### config.mk
export PLATFORM = sky130hd
export DESIGN_NAME = interrupt_controller_flat
export DESIGN_NICKNAME = d
export VERILOG_FILES = /design/src/rtl/interrupt_controller_if.sv /design/src/rtl/interrupt_controller.sv /design/src/flat_wrapper.sv
export SDC_FILE = /design/constraint.sdc
export NUM_CORES = 1
export LEC_CHECK = 0
export ABC_AREA = 1
export CORE_MARGIN = 4
export CORE_UTILIZATION = 62
export CTS_BUF_LIST = sky130_fd_sc_hd__clkbuf_2
export CTS_CLUSTER_DIAMETER = 100
export DETAILED_ROUTE_END_ITERATION = 10
export DONT_BUFFER_PORTS = 1
export PLACE_DENSITY_LB_ADDON = 0.12
export SKIP_LAST_GASP = 1
export SYNTH_ARGS = -nofsm -noshare
export SYNTH_HDL_FRONTEND = slang
export SYNTH_SLANG_ARGS = --single-unit
### constraint.sdc
create_clock -name clk -period 2.4 [get_ports clk]
set_clock_uncertainty 0.2 [all_clocks]
set_input_delay 0.6 -clock clk [delete_from_list [all_inputs] [get_ports clk]]
set_output_delay 0.6 -clock clk [all_outputs]
set_load 0.01 [all_outputs]
### src/rtl/interrupt_controller_if.sv
// Interrupt controller bus interface.
// Bundles the request lines, the CPU control strobes and the controller status outputs.
//   master : the CPU/system side.
//            Drives interruptions, mask_we, mask_in, int_ack, int_end and lost_clr.
//            Observes int_req, int_vector, in_service, pending and lost.
//   slave  : the interrupt controller itself, with the opposite directions.
interface interrupt_controller_if #(
    parameter int NUM_IRQ = 8,
    parameter int VEC_W   = 3
);
    logic [NUM_IRQ-1:0] interruptions;
    logic               mask_we;
    logic [NUM_IRQ-1:0] mask_in;
    logic               int_ack;
    logic               int_end;
    logic               lost_clr;
    logic               int_req;
    logic [VEC_W-1:0]   int_vector;
    logic               in_service;
    logic [NUM_IRQ-1:0] pending;
    logic [NUM_IRQ-1:0] lost;

    modport master (
        output interruptions, mask_we, mask_in, int_ack, int_end, lost_clr,
        input  int_req, int_vector, in_service, pending, lost
    );

    modport slave (
        input  interruptions, mask_we, mask_in, int_ack, int_end, lost_clr,
        output int_req, int_vector, in_service, pending, lost
    );
endinterface

### src/rtl/interrupt_controller.sv
// Edge-triggered, fixed-priority interrupt controller with a single service level.
//
// Each line's rising edge latches a pending bit. The lowest-numbered pending line
// that is also unmasked is requested from the CPU. The request is acknowledged
// with int_ack and the handler is closed with int_end. An edge that arrives while
// its line is still pending sets a sticky lost flag.
//
// Ports
//   clk   : system clock; all state changes on its rising edge.
//   reset : asynchronous, active-low reset.
//   bus   : slave side of interrupt_controller_if.
//           Inputs:  request lines, mask write, ack/end pulses, lost clear.
//           Outputs: int_req, int_vector, in_service, pending, lost.
module interrupt_controller #(
    parameter int NUM_IRQ = 8,
    parameter int VEC_W   = 3
) (
    input  logic                  clk,
    input  logic                  reset,
    interrupt_controller_if.slave bus
);

    typedef enum logic [1:0] {IDLE, REQUEST, SERVICE} state_t;

    state_t             state;
    logic               req_q;
    logic [VEC_W-1:0]   vec_q;
    logic               svc_q;
    logic [NUM_IRQ-1:0] prev;
    logic [NUM_IRQ-1:0] mask;
    logic [NUM_IRQ-1:0] pend_q;
    logic [NUM_IRQ-1:0] lost_q;

    logic [NUM_IRQ-1:0] edge_det;
    logic [NUM_IRQ-1:0] ack_clr;
    logic [NUM_IRQ-1:0] sel;
    logic [NUM_IRQ-1:0] one_hot;
    logic [VEC_W-1:0]   sel_idx;

    assign edge_det = bus.interruptions & ~prev;
    assign sel      = pend_q & mask;
    assign one_hot  = {{(NUM_IRQ-1){1'b0}}, 1'b1} << vec_q;
    // The ack clears only the line being serviced, and only in REQUEST.
    assign ack_clr  = (state == REQUEST && bus.int_ack) ? one_hot : '0;

    // Lowest set index wins: scan from the top so the last hit is the lowest.
    always_comb begin
        sel_idx = '0;
        for (int i = NUM_IRQ - 1; i >= 0; i--) begin
            if (sel[i]) sel_idx = VEC_W'(i);
        end
    end

    // Per-line edge capture, pending and lost bookkeeping.
    // A new edge beats both the ack clear and lost_clr in the same cycle.
    always_ff @(posedge clk or negedge reset) begin
        if (!reset) begin
            prev   <= '0;
            mask   <= '1;
            pend_q <= '0;
            lost_q <= '0;
        end else begin
            prev   <= bus.interruptions;
            if (bus.mask_we) mask <= bus.mask_in;
            pend_q <= edge_det | (pend_q & ~ack_clr);
            lost_q <= (edge_det & pend_q & ~ack_clr) | (lost_q & ~{NUM_IRQ{bus.lost_clr}});
        end
    end

    // Request/service sequencing. The vector is frozen from the IDLE->REQUEST
    // edge until the next request, so later arrivals or mask writes cannot retarget it.
    always_ff @(posedge clk or negedge reset) begin
        if (!reset) begin
            state <= IDLE;
            req_q <= 1'b0;
            vec_q <= '0;
            svc_q <= 1'b0;
        end else begin
            case (state)
                IDLE: if (|sel) begin
                    state <= REQUEST;
                    req_q <= 1'b1;
                    vec_q <= sel_idx;
                end
                REQUEST: if (bus.int_ack) begin
                    state <= SERVICE;
                    req_q <= 1'b0;
                    svc_q <= 1'b1;
                end
                SERVICE: if (bus.int_end) begin
                    state <= IDLE;
                    svc_q <= 1'b0;
                end
                default: begin
                    state <= IDLE;
                    req_q <= 1'b0;
                    svc_q <= 1'b0;
                end
            endcase
        end
    end

    assign bus.int_req    = req_q;
    assign bus.int_vector = vec_q;
    assign bus.in_service = svc_q;
    assign bus.pending    = pend_q;
    assign bus.lost       = lost_q;

endmodule

### src/flat_wrapper.sv
// flat-port wrapper written by rule: the top's interface ports become plain ports
module interrupt_controller_flat 
#(
    parameter int NUM_IRQ = 8,
    parameter int VEC_W   = 3
)
  (clk, reset, bus_interruptions, bus_mask_we, bus_mask_in, bus_int_ack, bus_int_end, bus_lost_clr, bus_int_req, bus_int_vector, bus_in_service, bus_pending, bus_lost);
  interrupt_controller_if #(.NUM_IRQ(NUM_IRQ), .VEC_W(VEC_W)) bus_i ();
  input  logic clk;
  input  logic reset;
  input wire logic [$bits(bus_i.interruptions)-1:0] bus_interruptions;
  input wire logic [$bits(bus_i.mask_we)-1:0] bus_mask_we;
  input wire logic [$bits(bus_i.mask_in)-1:0] bus_mask_in;
  input wire logic [$bits(bus_i.int_ack)-1:0] bus_int_ack;
  input wire logic [$bits(bus_i.int_end)-1:0] bus_int_end;
  input wire logic [$bits(bus_i.lost_clr)-1:0] bus_lost_clr;
  output wire logic [$bits(bus_i.int_req)-1:0] bus_int_req;
  output wire logic [$bits(bus_i.int_vector)-1:0] bus_int_vector;
  output wire logic [$bits(bus_i.in_service)-1:0] bus_in_service;
  output wire logic [$bits(bus_i.pending)-1:0] bus_pending;
  output wire logic [$bits(bus_i.lost)-1:0] bus_lost;
  assign bus_i.interruptions = bus_interruptions;
  assign bus_i.mask_we = bus_mask_we;
  assign bus_i.mask_in = bus_mask_in;
  assign bus_i.int_ack = bus_int_ack;
  assign bus_i.int_end = bus_int_end;
  assign bus_i.lost_clr = bus_lost_clr;
  assign bus_int_req = bus_i.int_req;
  assign bus_int_vector = bus_i.int_vector;
  assign bus_in_service = bus_i.in_service;
  assign bus_pending = bus_i.pending;
  assign bus_lost = bus_i.lost;
  interrupt_controller #(.NUM_IRQ(NUM_IRQ), .VEC_W(VEC_W)) u_core (.clk(clk), .reset(reset), .bus(bus_i));
endmodule
* Word-level counts from Yosys, hierarchy flattened
Cells that the tools add are included.
Storage, ports and cells: input bits 22, bits in registers 39
Operators by class: equality and inequality tests 5, shifts and indexed selects 1, reductions and logical operators 7, mux-type cells 19, bitwise gates (word level) 13
Operators with widths (count):
- 8-bit bitwise AND | 6
- 3-bit 2-to-1 mux | 8
- 8-bit NOT | 3
- 8-bit bitwise OR | 2
- 3-bit AND reduction | 3
- 8-bit 2-to-1 mux | 1
- 8-bit OR reduction | 1
- 1-bit by 3-bit << shifter with 8-bit output (first input constant) | 1
- 2-bit 2-to-1 mux | 3
- 1-bit case mux with 3 select lines | 2
- 2-bit case mux with 3 select lines | 1
- 1-bit 2-to-1 mux | 4
- 2-bit != test (second input constant) | 2
- 2-bit by 1-bit == test with 1-bit output (second input constant) | 1
- 2-bit == test (second input constant) | 1
- 2-bit zero test | 1
- 2-bit by 1-bit != test with 1-bit output (second input constant) | 1
- 1-bit NOT | 2
- 2-bit AND reduction | 1
- 1-bit logical AND | 1

* Logic depth before layout (Yosys ltp)
depth in word-level cells 9, depth in mapped cells 10, mapped depth without buffers 10

* Worst setup path before layout
OpenSTA, ideal clock, no wires.
path kind input to register, start in bus_int_ack, end reg u_core.lost_q[4], in the netlist u_core.bus.lost[4], arrival 1080 ps, setup time 132 ps, setup slack 988 ps, stages on the path 5, path through inv_1 > nor2_1 > inv_2 > o21ai_0 > o22ai_1
Between the ends: cells in the longest elaborated chain, start to end 5
Ends and longest elaborated chain:
- start: declaration | line flat_wrapper.sv:14 | input wire logic [$bits(bus_i.int_ack)-1:0] bus_int_ack;
- 1-bit logical AND | line interrupt_controller.sv:44 | assign ack_clr = (state == REQUEST && bus.int_ack) ? one_hot : '0;
- 8-bit 2-to-1 mux | line interrupt_controller.sv:44
- 8-bit NOT | line interrupt_controller.sv:66 | lost_q <= (edge_det & pend_q & ~ack_clr) | (lost_q & ~{NUM_IRQ{bus.lost_clr}});
- 8-bit bitwise AND | line interrupt_controller.sv:66
- 8-bit bitwise OR | line interrupt_controller.sv:66
- end signal: assignment | line interrupt_controller.sv:66
- end: declaration | line interrupt_controller.sv:32 | logic [NUM_IRQ-1:0] lost_q;
Every way passes these cells. A chain may end at the register's enable or synchronous reset.

* Worst setup path after layout
start reg u_core.vec_q[0], in the netlist u_core.bus.int_vector[0], end out bus_int_vector[0]
RTL lines:
- start: declaration | line interrupt_controller.sv:27 | logic [VEC_W-1:0] vec_q;
- start signal: assignment | line interrupt_controller.sv:83 | vec_q <= sel_idx;
- end: declaration | line flat_wrapper.sv:18 | output wire logic [$bits(bus_i.int_vector)-1:0] bus_int_vector;
No word-level cell between the ends.

==> flow_metrics.tcl <==
set metrics [dict create \
    status "finished clean" \
    grt_pass1_wl_um 4890 \
    portBuffers 0 \
    drive_above_1_share_pct 16.7 \
    fin_setup_tns_ns 0 \
    finalCritPeriodShare_pct 72.6 \
    power_density_nw_per_um2 977 \
    ff2ff_path_depth 4 \
    finish.utilization_pct 69.5 \
    start_kind "register" \
    dr.pass1.iters 4 \
    die_h_um 58.4 \
    synth_top_area_share_pct 49.2 \
    ys_async_sr_fraction_pct 100 \
    ys_seq_elements 39 \
    yosysUniqueCellTypes 18 \
    area_growth_syn_to_layout_pct 8.17 \
    fin_cells 204 \
    fp.dieW_um 58.4 \
    yosys_warnings 0 \
    nFillCells 203 \
    pin_count 43 \
    slew_headroom_pct 78.7 \
    synth.area.top_cells "dfrtp_1 49%, dfstp_2 13%, nand2_1 11%, inv_1 6.2%, mux2_2 5.7%" \
    route.detailed.drc 0 \
    synth_area_um2 1580 \
    routed_wl_um 3090 \
    synth_edf_count 0 \
    slew_viol_final 0 \
    vias 1109 \
    worstPathRequired_ns 1.60 \
    drtIter0Drc 31 \
    yosysMostFrequentCell "nand2_1" \
    antenna_cells 0 \
    endpoint_kind "output port" \
    hold_class "in -> reg" \
    overflow 0 \
    drtAntennaViolNets 0 \
    postCtsSetupBuffers 0 \
    max_freq_mhz 574 \
    grt_max_degree 40 \
    synth_cells 163 \
    detailedPlacementHpwl_um 2290 \
    antenna_found_initial 0 \
    reg2reg_slack_ns 0.87 \
    synthTopCellsByCount "47 x nand2_1, 31 x dfrtp_1, 26 x inv_1" \
    placed_cells 191 \
    insertion_delay_ns 0.37 \
    crit_fanout 7 \
    tightest_slew_ns 0.320 \
    cts_htree_levels 2 \
    setup.worst_path.end "bus_int_vector[0]" \
    wl_per_cell_um 15.1 \
    layout.nets 195 \
    initial_core_util_pct 64.3 \
    r2r-end "u_core.bus.lost[2]$_DFF_PN0_" \
    hold_path_depth 0 \
    synth-seq-area-share_pct 62.5 \
    cts_hold_buf 2 \
    setup_viol 0 \
    finalHoldViolCount 0 \
    cts_tree "done" \
    path_clk_slew_ns 0.18 \
    vias_per_cell 5.44 \
    track_usage_pct 19.4 \
    cp.depth 0 \
    period_needed_ns 1.74 \
    routabilityCongestion 0.872 \
    max_cap_violations 0 \
    cts-buffers-inserted 5 \
    grt_pass1_vias 1163 \
    clk_root_buffer_cell "clkbuf_2" \
    cts-resized-gates 0 \
    core_um2 2450 \
    clkSinkCount 39 \
    ir_worst_vdd_mv 0.637 \
    rows 18 \
    p_leak_nw 0.840 \
    arrival_ns 0.94 \
    yosysTopAreaCell "dfrtp_1" \
    cts_buffer_depth 2 \
    grt_setup_unrepaired "no" \
    critical_path_class "reg -> out" \
    die_area_um2 3420 \
    r2r-start "u_core.bus.int_vector[0]$_DFFE_PN0P_" \
    ys.flop_type "dfrtp_1" \
    synth_nets 185 \
    avgSynthCellArea_um2 9.68 \
    cp-startpoint "u_core.bus.int_vector[0]$_DFFE_PN0P_" \
]
==> power by group <==
| part | internal (mW) | switching (mW) |
|---|---|---|
| sequential | 0.805 | 0.178 |
| clock | 0.0861 | 0.191 |
| combinational | 0.150 | 0.256 |
| total | 1.04 | 0.626 |
==> placed cells by master (no fill, tap or decap), types with 4 or more instances in the layout <==
cell / n
dfrtp_1: 31
dlygate4sd3_1: 4
inv_1: 26
clkbuf_2: 8
dfstp_2: 8
nand3_1: 9
nand2_1: 47
o22ai_1: 8
o21ai_0: 11
nor2_1: 6
mux2_2: 8
==> sequential cells by signal, summed over array words and instances, names as in the netlist <==
| signal | count |
|---|---|
| u_core.bus.lost | 8 |
| u_core.bus.pending | 8 |
| u_core.mask | 8 |
| u_core.prev | 8 |
| u_core.bus.int_vector | 3 |
| u_core.state | 2 |
| u_core.bus.in_service | 1 |
| u_core.bus.int_req | 1 |
==> metal layers <==
metal	GRT usage, %	vias to the layer above	wire (um)
li1	-	533	-
met1	21.3	534	1220
met2	32.7	34	1560
met3	7.46	8	254
met4	9.27	0	49
met5	0	-	0
==> through the flow <==
stage | power (mW) | hold WS [ns] | instance area, um2 | worst slack, ns
5_1_grt | 1.77 | 0.00201 | 1710 | 0.615
6_report | 1.67 | 0.0247 | 1710 | 0.659
3_3_place_gp | 1.35 | 0.105 | 1610 | 0.852
2_1_floorplan | 1.27 | 0.104 | 1580 | 0.988
4_1_cts | 1.67 | 0.0133 | 1680 | 0.646
3_5_place_dp | 1.38 | 0.105 | 1610 | 0.797
==> worst min path at each step <==
| stage | from | slack (ns) | end |
|---|---|---|---|
| 4_1_cts | bus_interruptions[5] | 0.01 | u_core.prev[5]$_DFF_PN0_ |
| 5_1_grt | bus_interruptions[1] | 0.002 | u_core.prev[1]$_DFF_PN0_ |
| 6_report | bus_interruptions[1] | 0.02 | u_core.prev[1]$_DFF_PN0_ |
| 3_3_place_gp | reset | 0.11 | u_core.bus.lost[7]$_DFF_PN0_ |
| 3_5_place_dp | reset | 0.11 | u_core.bus.pending[7]$_DFF_PN0_ |
| 2_1_floorplan | reset | 0.10 | u_core.bus.in_service$_DFFE_PN0P_ |
==> area by class of cell <==
type | instances | area, um2 | share of cell area [%]
flip-flops and latches | 39 | 986 | 57.8
repair buffers | 5 | 60.1 | 3.52
inverters | 27 | 101 | 5.94
well taps | 30 | 37.5 | 2.20
clock buffers | 8 | 40.0 | 2.35
multi-input cells | 95 | 482 | 28.2
==> cell families after synthesis <==
kind of cell           Yosys count  synth area share, %
DFF                             39                 62.5
AOI/OAI and AO/OA               21                 7.69
and+or+nand+nor                 66                 17.1
muxes                            8                 5.71
buffers and inverters           29                 6.98
(Power assumes the default switching activity.)
